File: src/rtl/systolic_input_feeder.sv
// West-edge feeder for the systolic array: buffers activation vectors and skews them one row per cycle.
// Optional perf counters are enabled by defining SYSTOLIC_FEEDER_PERF_EN.
module systolic_input_feeder #(
   parameter int ROWS       = 4,
   parameter int DATA_WIDTH = 16,
   parameter int DEPTH      = 4
) (
   input  logic                       clk,
   input  logic                       rst,
   input  logic [ROWS*DATA_WIDTH-1:0] in_data,
   input  logic                       in_switch,
   input  logic                       in_last,
   input  logic                       in_valid,
   output logic                       in_ready,
   input  logic                       out_en,
   output logic [ROWS*DATA_WIDTH-1:0] row_input,
   output logic [ROWS-1:0]            row_valid,
   output logic [ROWS-1:0]            row_switch,
   output logic                       busy,
   output logic                       done
`ifdef SYSTOLIC_FEEDER_PERF_EN
   ,
   output logic [15:0]                perf_vec_count,
   output logic [15:0]                perf_bubble_count
`endif
);

   localparam int VW = ROWS * DATA_WIDTH;
   localparam int EW = VW + 2;
   localparam int AW = $clog2(DEPTH);
   localparam int CW = (ROWS > 1) ? $clog2(ROWS) : 1;

   // Handshake: a vector transfers on any edge where in_valid && in_ready;
   // in_ready depends only on the registered fill level, never on this cycle's pop.
   typedef enum logic [1:0] {
      IDLE   = 2'd0,
      STREAM = 2'd1,
      DRAIN  = 2'd2
   } state_t;

   state_t         state;
   logic [CW-1:0]  drain_cnt;

   logic [EW-1:0]  mem [DEPTH];
   logic [AW-1:0]  wr_ptr;
   logic [AW-1:0]  rd_ptr;
   logic [AW:0]    count;
   logic           full;
   logic           empty;
   logic           push;
   logic           pop;
   logic [EW-1:0]  head;
   logic           head_last;
   logic           head_switch;
   logic [VW-1:0]  head_data;

   assign full        = (count == (AW+1)'(DEPTH));
   assign empty       = (count == '0);
   assign in_ready    = !full;
   assign push        = in_valid && !full;
   // The final DRAIN cycle may already issue, so a queued batch follows done without a gap.
   assign pop         = !empty && out_en && ((state != DRAIN) || (drain_cnt == '0));
   assign head        = mem[rd_ptr];
   assign head_last   = head[EW-1];
   assign head_switch = head[EW-2];
   assign head_data   = head[VW-1:0];

   always_ff @(posedge clk) begin
      if (push) mem[wr_ptr] <= {in_last, in_switch, in_data};
   end

   always_ff @(posedge clk or posedge rst) begin
      if (rst) begin
         wr_ptr <= '0;
         rd_ptr <= '0;
         count  <= '0;
      end else begin
         if (push) wr_ptr <= wr_ptr + 1'b1;
         if (pop)  rd_ptr <= rd_ptr + 1'b1;
         case ({push, pop})
            2'b10:   count <= count + 1'b1;
            2'b01:   count <= count - 1'b1;
            default: count <= count;
         endcase
      end
   end

   always_ff @(posedge clk or posedge rst) begin
      if (rst) begin
         state     <= IDLE;
         drain_cnt <= '0;
         busy      <= 1'b0;
         done      <= 1'b0;
      end else begin
         done <= 1'b0;
         case (state)
            IDLE: begin
               if (push) begin
                  state <= STREAM;
                  busy  <= 1'b1;
               end
            end
            STREAM: begin
               if (pop && head_last) begin
                  state     <= DRAIN;
                  drain_cnt <= CW'(ROWS - 1);
                  done      <= (ROWS == 1);
               end
            end
            DRAIN: begin
               if (drain_cnt != '0) begin
                  drain_cnt <= drain_cnt - 1'b1;
                  done      <= (drain_cnt == CW'(1));
               end else if (pop && head_last) begin
                  drain_cnt <= CW'(ROWS - 1);
                  done      <= (ROWS == 1);
               end else if (!empty || push) begin
                  state <= STREAM;
               end else begin
                  state <= IDLE;
                  busy  <= 1'b0;
               end
            end
            default: begin
               state <= IDLE;
               busy  <= 1'b0;
            end
         endcase
      end
   end

   // Row r keeps r+1 slots of its own element; slot 0 is the issue stage.
   for (genvar r = 0; r < ROWS; r++) begin : g_row
      logic [DATA_WIDTH-1:0] d_q [r+1];
      logic [r:0]            v_q;
      logic [r:0]            s_q;

      always_ff @(posedge clk or posedge rst) begin
         if (rst) begin
            for (int k = 0; k <= r; k++) d_q[k] <= '0;
            v_q <= '0;
            s_q <= '0;
         end else begin
            d_q[0] <= pop ? head_data[r*DATA_WIDTH +: DATA_WIDTH] : '0;
            v_q[0] <= pop;
            s_q[0] <= pop && head_switch;
            for (int k = 1; k <= r; k++) begin
               d_q[k] <= d_q[k-1];
               v_q[k] <= v_q[k-1];
               s_q[k] <= s_q[k-1];
            end
         end
      end

      assign row_input[r*DATA_WIDTH +: DATA_WIDTH] = d_q[r];
      assign row_valid[r]                          = v_q[r];
      assign row_switch[r]                         = s_q[r];
   end

`ifdef SYSTOLIC_FEEDER_PERF_EN
   always_ff @(posedge clk or posedge rst) begin
      if (rst) begin
         perf_vec_count    <= '0;
         perf_bubble_count <= '0;
      end else begin
         if (pop && (perf_vec_count != 16'hFFFF))
            perf_vec_count <= perf_vec_count + 1'b1;
         if ((state == STREAM) && (empty || !out_en) && (perf_bubble_count != 16'hFFFF))
            perf_bubble_count <= perf_bubble_count + 1'b1;
      end
   end
`endif

endmodule
File: config.mk
export PLATFORM = sky130hd
export DESIGN_NAME = systolic_input_feeder
export DESIGN_NICKNAME = d
export VERILOG_FILES = /design/src/rtl/systolic_input_feeder.sv
export SDC_FILE = /design/constraint.sdc
export NUM_CORES = 1
export LEC_CHECK = 0
export ABC_CLOCK_PERIOD_IN_PS = 15700
export CORE_MARGIN = 2
export CORE_UTILIZATION = 40
export DETAILED_ROUTE_END_ITERATION = 16
export PLACE_DENSITY = 0.63
export SLEW_MARGIN = 10
export SYNTH_ARGS = -nofsm -noshare
export SYNTH_HDL_FRONTEND = slang
export SYNTH_SLANG_ARGS = --single-unit
export TNS_END_PERCENT = 50
File: constraint.sdc
create_clock -name clk -period 15.7 [get_ports clk]
set_input_delay 1.57 -clock clk [delete_from_list [all_inputs] [get_ports clk]]
set_output_delay 1.57 -clock clk [all_outputs]
set_load 0.02 [all_outputs]
## Word level (Yosys, flattened, before mapping)

Memory sizes are Yosys's and may differ from the RTL's.
Index checks and enable logic that the tools add are counted.
Widths: inputs -> output; s select.

| cells by class | value |
|---|---|
| add/sub/neg operators | 5 |
| eq/ne operators | 12 |
| mux-type cells | 23 |
| bitwise logic cells | 1 |
| reductions and logical operators | 17 |

Operator list:

| kind | number |
|---|---|
| $mux 16 | 4 |
| $mux 2 | 6 |
| $ne 2x2->1 const B | 6 |
| $mux 1 | 9 |
| $eq 2x1->1 const B | 3 |
| $pmux 2 s3 | 1 |
| $pmux 3 s2 | 1 |
| $reduce_bool 2->1 | 3 |
| $logic_and 1x1->1 | 5 |
| $reduce_and 5->1 | 1 |
| $add 2x1->2 const B | 2 |
| $eq 2x2->1 const B | 2 |
| $logic_not 2->1 | 2 |
| $pmux 2 s2 | 1 |
| $reduce_and 4->1 | 1 |
| $add 3x1->3 const B | 1 |
| $eq 3x3->1 const B | 1 |
| $logic_not 3->1 | 1 |
| $pmux 1 s3 | 1 |
| $sub 3x1->3 const B | 1 |
| $logic_not 1->1 | 2 |
| $logic_or 1x1->1 | 2 |
| $sub 2x1->2 const B | 1 |
| $not 1->1 | 1 |

| storage, ports and cells | value |
|---|---|
| register bits after elaboration | 193 |
| bits in writable memories | 264 |
| input port bits | 70 |
| logic and storage cells | 84 |
| memories | 1 |

Memory list:

| name | words | width | rd ports | clocked after memory_dff | wr ports | line | text |
|---|---|---|---|---|---|---|---|
| mem | 4 | 66 | 1 | 0 | 1 | 44 | `logic [EW-1:0] mem [DEPTH];` |

## Depth between registers and ports, before layout

Gate-level depths: netlist of the first run.

| depth | value |
|---|---|
| depth in word-level cells | 8 |
| gate-level depth with buffers | 11 |

## Worst setup path before layout of the first run

Ideal clock, no wire load.

| path | value |
|---|---|
| path type | input to register |
| start point | in in_valid |
| end point | mem mem[0][0] (netlist bit), enable pin |
| library setup time | 0.432 ns |
| data arrival time | 3.160 ns |
| data required time | 15.268 ns |
| setup slack | 12.109 ns |
| stages on the path | 1 |
| cells stage by stage | and3_1 |

| on the way | value |
|---|---|
| longest elaborated chain between the ends | 3 |

RTL lines:

| element | line | text |
|---|---|---|
| from (decl) | 13 | `input logic in_valid,` |
| $logic_and 1x1->1 | 60 | `assign push = in_valid && !full;` |
| $mux 1 | 69 | `if (push) mem[wr_ptr] <= {in_last, in_switch, in_data};` |
| $mux 1 (not written as such) | 69 |  |
| to (decl) | 44 |  |

Every way passes these cells.

## Worst setup path after layout of the first run

| path | value |
|---|---|
| start point | reg count[1] |
| end point | out in_ready |

| on the way | value |
|---|---|
| longest elaborated chain between the ends | 2 |

RTL lines:

| element | line | text |
|---|---|---|
| from (decl) | 47 | `logic [AW:0] count;` |
| from (signal assigned) | 81 | `2'b10: count <= count + 1'b1;` |
| from (signal assigned) | 82 | `2'b01: count <= count - 1'b1;` |
| from (signal assigned) | 83 | `default: count <= count;` |
| $eq 3x3->1 | 57 | `assign full = (count == (AW+1)'(DEPTH));` |
| $logic_not 1->1 | 59 | `assign in_ready = !full;` |
| to (decl) | 14 | `output logic in_ready,` |

Every way passes these cells.

==> run metrics, run 1 <==
routability cong.=0.682; post-CTS resize count=0; Initial DRC Count=364; worst hold path depth=0; clk_skew=0.0155 ns; post-synthesis cell type count=27; Hold Crit Endpoint=g_row[3].d_q[19]; P_leak=0.00691 µW; GRT Overall Usage=0.133; vias per inst=4.63; Post-Syn Nets=791; fill count=3053; Die W=199 µm; Final Max Tran Viols=0; share of cells above drive strength 1=0.171; YS warnings=0; initial antenna violation count=2; Vias=6406; WS Path Type=reg2out; Peak supply drop=0.000108 V; crit path max fanout=7; Slew headroom=0.274; die area=0.0397 mm²; Mean Syn Cell Area=21.5 µm²; post-layout util=0.491; final antenna-violating net count=0; crit path cell chain=or3b_2, clkdlybuf4s50_1; Final Cycle Share=0.234; critical path's slowest cell=or3b_2; reg2reg path depth=11; nets=915; commonest non-fill, non-tap cell in the layout=edfxtp_1; Post-Synthesis Cells=711; Tightest Pin Transition=1.09 ns; WL/cell=18.2 µm; Power Dens Cells=195 mW/mm²; Port Buffer Count=144; io pins=145; Clock Tree Buf Depth=3; min-delay worst type=reg2reg; fmax=272 MHz; Synth async-reset ratio=0.407; Mapped Area=0.0153 mm²; endpoint class of the critical path=primary output; root buffer cell=clkbuf_16; drt drc=0; Hold Fails Final Rpt=0; Syn-to-layout area delta=20.8%; final setup vio count=0; hold path startpoint=g_row[3].d_q[35]; Initial DRT Pass Iterations=4; first-pass GRT wire length=39600 µm; core box area=0.0376 mm²; final WL=25200 µm; r2r setup slk=12.66 ns; Worst setup SP type=flip-flop; crit-path leading delay family=simple AND/OR/NAND/NOR gates; slowest stage delay, CP=0.59 ns; status=complete, no violations; H-tree levels=2; Crit path buffers/inverters=1; DP HPWL=13500 µm; Final Cell Area=0.0184 mm²; commonest cells after routing, fill and taps aside=edfxtp_1 (264), dfrtp_1 (179), clkdlybuf4s50_1 (144), mux4_2 (66), and2_1 (66); Post-CTS Setup Bufs=0; FF+latch count, synth=445; Worst Path Required=14.13 ns; Overflow after GRT=0; Clk Latency, worst-skew pair=0.54 ns; Post-Place Cell Area=0.0169 mm²; sequential area share after synthesis=0.816; largest net degree at the start of global routing=126; main flop type after synthesis=edfxtp_1; Max-Cap Viols=0; Reg-to-Reg End=count[2]; initial core utilization=0.406; reg2reg start=state[0]; CTS buffer count=45; clock sinks=445; row cnt=71; vias in the first global route=6870; CTS tree=yes; height of the die=199 µm; WP data arrival=2.10 ns; hold buffer count at CTS=0; RSZ-0062 raised after global routing=no; Post-synth EDFFs=264; Clock transition at path regs=0.06 ns; minimum clock period=3.67 ns; setup TNS=0 ns
-- how the worst max path moves through the flow --
stage               startpoint  endpoint  slack [ns]  cells past startpoint
global route          count[0]  in_ready       11.96                      2
global placement        out_en  count[2]       11.60                      9
CTS                   count[1]  in_ready       12.00                      2
detailed placement      out_en  count[2]       11.58                      9
finish                count[1]  in_ready       12.03                      2
floorplan                  rst      busy        9.21                      1
-- cells by family after synthesis --
group	count (synthesis)	share of synthesized area
AO/OA/AOI/OAI	8	0.00312
XOR/XNOR	6	0.00344
adder cells (fa/ha/maj)	10	0.00869
buffers and inverters	83	0.0334
flip-flops	445	0.816
multiplexers	70	0.100
AND/OR/NAND/NOR	89	0.0345
-- cell usage after synthesis, types with 2 or more instances --
cell type / instances / area share
and2_1: 66 / 0.027
ha_1: 9 / 0.0074
inv_1: 10 / 0.0025
o21ai_0: 5 / 0.0016
mux2i_1: 2 / 0.0013
xor2_1: 3 / 0.0017
edfxtp_1: 264 / 0.52
and3_1: 5 / 0.0021
clkbuf_1: 14 / 0.0034
dfrtp_1: 181 / 0.30
xnor2_1: 3 / 0.0017
mux4_2: 66 / 0.097
nand2_1: 11 / 0.0027
nor2_1: 4 / 0.00098
buf_4: 50 / 0.025
buf_2: 7 / 0.0023
-- per-layer routing --
layer	GRT usage	vias to the layer above	wire (µm)
met5	0	-	16
met4	0.0456	2	583
met3	0.0312	45	1260
met2	0.216	154	12400
met1	0.178	3352	10900
li1	-	2853	-
-- worst register-to-register path: stages, from the launching register on --
cell and delay, ns:
dfrtp_1 0.40, inv_1 0.08, ha_1 0.29, o21ai_0 0.24, and3_2 0.26, buf_4 0.52
ha_1 0.32, inv_1 0.07, fa_1 0.38, xor2_1 0.15, nor2_1 0.11, xor2_1 0.15
-- flip-flops by register name (all words and copies together) (netlist names), 2 cells and up --
name / flops
row_input: 48
mem: 264
rd_ptr: 2
wr_ptr: 2
g_row.v_q: 4
g_row.s_q: 4
drain_cnt: 2
count: 3
state: 2
g_row.d_q: 112
-- report_power, final --
| group | total [µW] | switching, µW | internal (µW) |
|---|---|---|---|
| registers | 1760 | 156 | 1600 |
| clock network | 1050 | 415 | 631 |
| logic | 795 | 381 | 414 |
| total | 3600 | 952 | 2640 |
-- cell type report --
type / count / area (µm²) / area share
Tap cell: 511 / 639 / 0.0347
Clock buffer: 73 / 1370 / 0.0745
Multi-Input combinational cell: 183 / 2310 / 0.125
Antenna cell: 2 / 5.00 / 0.000271
Sequential cell: 445 / 12500 / 0.676
Clock inverter: 11 / 110 / 0.00597
Timing Repair Buffer: 150 / 1490 / 0.0806
Inverter: 10 / 45.0 / 0.00244
-- through the flow --
stage	cells	total power (µW)	setup WS, ns	hold WS [ns]
after detailed placement	1299	2600	11.58	0.335
after floorplan	711	2330	9.21	0.331
after global placement	1299	2590	11.60	0.332
after CTS	1383	3660	12.00	0.345
after global routing	1383	3790	11.96	0.345
final	1385	3600	12.03	0.344
Note: power is estimated with default switching activity, not from simulation.
==> run 2: changes to the inputs <==
ABC_CLOCK_PERIOD_IN_PS = 3450   (was 15700)
clock period = 3.45 ns   (was 15.7 ns; I/O delays follow)
==> run 2 against run 1 <==
  * Clock skew increased by 0.0061 ns
  * Worst hold slack lost 0.095 ns
  * Cell count grew 0.14%
  * Critical path type unchanged
  * Die area did not move
  * Via count increased by 1.1%
  * Clock power increased to 4.4 times the previous value
  * Sequential share of layout area is 0.18 points lower
  * Register-to-register slack worse by 12 ns
==> run metrics, run 2 (synthesis results as in run 1) <==
root buffer cell=clkbuf_16; Clock Tree Buf Depth=3; setup TNS=0 ns; initial antenna violation count=7; Top Usage Layer GRT=met2; met1 usage=0.179; Hold Fails Final Rpt=0; die area=0.0397 mm²; Initial DRT Pass Iterations=4; fin worst setup slack=0.992 ns; nets=918; Final Cycle Share=0.712; WS Path Type=reg2out; DP HPWL=15400 µm; first-pass GRT wire length=40600 µm; final antenna-violating net count=0; vias in the first global route=6940; Syn-to-layout area delta=21.2%; commonest cells after routing, fill and taps aside=edfxtp_1 (264), dfrtp_1 (179), clkdlybuf4s50_1 (144), mux4_2 (66), and2_1 (66); core box area=0.0376 mm²; RSZ-0062 raised after global routing=no; status=complete, no violations; H-tree levels=2; commonest non-fill, non-tap cell in the layout=edfxtp_1; pre-CTS setup slack=1.11 ns; hold_ws=0.248 ns; Final Max Tran Viols=0; endpoint class of the critical path=primary output; share of cells above drive strength 1=0.170; M2 GR Usage=0.220; GRT Overall Usage=0.137; Clk Latency, worst-skew pair=0.55 ns; routability cong.=0.703; Slew headroom=0.580; fill count=3048; Pwr Total=16400 µW; fmax=407 MHz; Worst setup SP type=flip-flop; minimum clock period=2.46 ns; CTS buffer count=45; reg2reg path depth=8; Tightest Pin Transition=0.631 ns; final WL=26300 µm; Max-Cap Viols=0; initial core utilization=0.406; WL/cell=19.0 µm; Overflow after GRT=0; CTS tree=yes; Peak supply drop=0.000468 V; Biggest register=mem; crit path max fanout=7; met3 Use GR=0.0425; max FFs per register=264; row cnt=71; Post-CTS Setup Bufs=0; height of the die=199 µm; largest net degree at the start of global routing=85; clock sinks=445; io pins=145; WP data arrival=2.11 ns; Vias=6476; Port Buffer Count=144; drt drc=0; Die W=199 µm; clk_skew=0.0216 ns; hold buffer count at CTS=0; Power Dens Cells=885 mW/mm²; post-CTS resize count=0; min-delay worst type=in2async; vias per inst=4.67; Worst Path Required=3.11 ns; final setup vio count=0; P_leak=0.00692 µW; Clock transition at path regs=0.06 ns; Initial DRC Count=325
run 2: cell count changes in the layout (fill, tap and decap cells not counted):
cell,before,now
buf_12,0,7
buf_4,6,2
bufinv_16,2,1
clkbuf_1,16,18
clkbuf_8,10,6
clkinv_1,3,4
clkinv_4,0,3
diode_2,2,1
inv_8,1,0
run 2: path summary, 6_finish.rpt:
check	startpoint	endpoint	slack (ns)
max in group asynchronous	rst	rd_ptr[0]	2.37
setup / recovery	count[1]	in_ready	0.99
setup reg to reg	count[1]	count[2]	1.10
hold / removal	rst	row_input[61]	0.25
min in group clk	g_row[3].d_q[43]	g_row[3].d_q[27]	0.34
hold reg to reg	g_row[3].d_q[43]	g_row[3].d_q[27]	0.34
run 2: routing by layer:
metal	part of all wire	wire length, µm
met3	0.065	1700
met5	0.0022	58
met4	0.024	619
met2	0.49	12800
met1	0.42	11100
run 2: worst max-delay path, cell delays in order, from the launching register on:
cell and delay, ns:
dfrtp_1 0.40, or3b_2 0.56, clkdlybuf4s50_1 0.62
run 2: metrics by stage:
stage	utilization	std cells	instance area (µm²)
2_1_floorplan	-	711	15300
3_3_place_gp	0.454	1302	17100
3_5_place_dp	0.454	1302	17100
4_1_cts	0.492	1386	18500
5_1_grt	0.492	1386	18500
6_report	0.492	1387	18500
run 2: layout make-up:
class,count,area [µm²],share of cell area
inverters,10,41.3,0.00223
multi-input cells,183,2310,0.125
diodes,1,2.50,0.000135
clock buffers,71,1330,0.0717
repair buffers,153,1600,0.0864
clock inverters,13,103,0.00555
well taps,511,639,0.0346
flip-flops and latches,445,12500,0.674
run 2: power breakdown:
group	switching [µW]	internal, µW	total (µW)
registers	588	7270	7860
logic	1930	1940	3870
clock network	1920	2720	4640
total	4430	11900	16400
==> run 3: changes to the inputs <==
ABC_CLOCK_PERIOD_IN_PS = 2100   (was 3450)
PLACE_DENSITY = 0.65   (was 0.63)
clock period = 2.1 ns   (was 3.45 ns; I/O delays follow)
==> run 3 against run 2 <==
  * Clock power grew 71%
  * Critical path type is now reg2reg
  * Via count grew 0.11%
  * Core utilization grew 0.63 points
  * Clock skew shrank 0.0093 ns
  * Non-clock buffer count grew 14
  * Global-route usage shrank 0.14 points
  * Sequential cell count is the same
  * Sequential power grew 62%
==> run metrics, run 3 (synthesis results as in run 1) <==
Clock transition at path regs=0.06 ns; crit path max fanout=4; fill count=3067; DP HPWL=13300 µm; routed length on met3=1560 µm; vias per inst=4.62; clock sinks=445; share of cells above drive strength 1=0.197; core box area=0.0376 mm²; reg2reg path depth=8; initial core utilization=0.406; Slew headroom=0.605; CTS tree=yes; endpoint class of the critical path=flip-flop; r2r setup slk=0.09 ns; Die W=199 µm; Port Buffer Count=144; WL/cell=18.5 µm; Overflow after GRT=0; fmax=498 MHz; hold buffer count at CTS=0; GRT Overall Usage=0.136; multi-input logic area=0.00233 mm²; final WL=25900 µm; Peak supply drop=0.000846 V; P_leak=0.00704 µW; routability cong.=0.699; nets=933; switching portion of total power=0.268; first-pass GRT wire length=40000 µm; Final Cycle Share=0.957; commonest non-fill, non-tap cell in the layout=edfxtp_1; Power Dens Cells=1460 mW/mm²; Reg-to-Reg End=count[2]; status=complete, no violations; initial antenna violation count=2; minimum clock period=2.01 ns; height of the die=199 µm; Reg power frac=0.463; Initial DRT Pass Iterations=4; critical path's slowest cell=dfrtp_1; Vias=6483; Clk Latency, worst-skew pair=0.56 ns; Clk pwr share=0.290; Biggest register=mem; Tightest Pin Transition=0.593 ns; placed cell count=1314; row cnt=71; clk_skew=0.0123 ns; final antenna-violating net count=0; Gate power share=0.247; fin worst setup slack=0.0908 ns; Worst Path Required=2.58 ns; non-filler cells, final=1403; min-delay worst type=in2async; Cell Int Power=20000 µW; CP most frequent cell=xor2_1; H-tree levels=2; WP data arrival=2.49 ns; pre-CTS setup slack=0.0245 ns; root buffer cell=clkbuf_16; slowest stage delay, CP=0.41 ns; P_sw=7340 µW; Metal-1 WL=11300 µm; crit path cell chain=or3b_4, nand2_2, ha_2, inv_1, fa_1, xor2_1, nor2_1, xor2_1; Syn-to-layout area delta=22.7%; max FFs per register=264; met2 WL post-DR=12500 µm; DR top layer=met5; vias in the first global route=6864; Final Max Tran Viols=0; io pins=145; die area=0.0397 mm²; CTS buffer count=46; Initial DRC Count=395; FF/Latch Area=0.0125 mm²; final setup vio count=0; drt drc=0; reg2reg start=count[1]; Clock Tree Buf Depth=3; commonest cells after routing, fill and taps aside=edfxtp_1 (264), dfrtp_1 (179), clkdlybuf4s50_1 (143), mux4_2 (66), and2_1 (66); Worst setup SP type=flip-flop; largest net degree at the start of global routing=69; Max-Cap Viols=0; WS Path Type=reg2reg; Hold Fails Final Rpt=0
-- run 3: changes by cell type in the layout (fill, tap and decap cells not counted), moves of 2 or more --
cell | previous run | this run
buf_4 | 2 | 12
clkbuf_1 | 18 | 11
clkinv_2 | 3 | 9
buf_12 | 7 | 11
clkinv_4 | 3 | 0
bufinv_16 | 1 | 3
clkinvlp_4 | 2 | 4
ha_1 | 9 | 7
ha_2 | 0 | 2
-- run 3: routing by layer --
layer | track usage | vias to the layer above
met5 | 0 | -
li1 | - | 2882
met3 | 0.0430 | 34
met1 | 0.181 | 3393
met2 | 0.214 | 172
met4 | 0.0442 | 2
-- run 3: power groups by stage --
stage / Combinational [µW] / Sequential, µW / Clock, µW
CTS: 6920 / 12700 / 8200
global route: 7340 / 12900 / 8580
floorplan: 4530 / 12800 / 0
finish: 6760 / 12700 / 7930
detailed placement: 6910 / 12900 / 0
global placement: 6840 / 12800 / 0
-- run 3: cell type report --
type | instances | area share
well taps | 511 | 0.0341
repair buffers | 167 | 0.0933
clock inverters | 21 | 0.00989
flip-flops and latches | 445 | 0.666
diodes | 2 | 0.000267
multi-input cells | 183 | 0.124
clock buffers | 64 | 0.0700
inverters | 10 | 0.00221
-- run 3: metrics by stage --
step / instance area [µm²] / total power [µW] / hold slack (ns) / utilization / setup TNS [ns]
global route: 18700 / 28800 / 0.0405 / 0.498 / -0.0118
detailed placement: 17200 / 19800 / 0.335 / 0.458 / 0
global placement: 17200 / 19600 / 0.331 / 0.458 / 0
CTS: 18700 / 27800 / 0.00971 / 0.497 / 0
floorplan: 15300 / 17400 / 0.309 / - / -107.54
finish: 18700 / 27400 / 0.0450 / 0.498 / 0
-- run 3: what timing repair did --
| action | 4_1_cts | 5_1_grt |
|---|---|---|
| resized for setup | 5 | 6 |
| buffers inserted | 0 | 2 |
| setup endpoints to repair | 2 | 1 |
| pin swaps | 0 | 2 |
| cloned | 0 | 0 |
-- run 3: critical path, delay by kind of cell (launching register included) --
| kind | cells | cell delay [ns] |
|---|---|---|
| buffers and inverters | 1 | 0.05 |
| and+or+nand+nor | 3 | 0.63 |
| xor gates and xnor gates | 2 | 0.30 |
| adders and majority gates | 2 | 0.55 |
| DFF | 1 | 0.41 |
-- run 3: worst max-delay path by stage --
| stage | from | end | slack [ns] | cells after the start |
|---|---|---|---|---|
| floorplan | rst | busy | -0.43 | 1 |
| global placement | state[0] | count[2] | 0.07 | 10 |
| detailed placement | state[0] | count[2] | 0.02 | 10 |
| CTS | count[1] | count[2] | 0.005 | 8 |
| global route | state[0] | count[2] | -0.01 | 10 |
| finish | count[1] | count[2] | 0.09 | 8 |
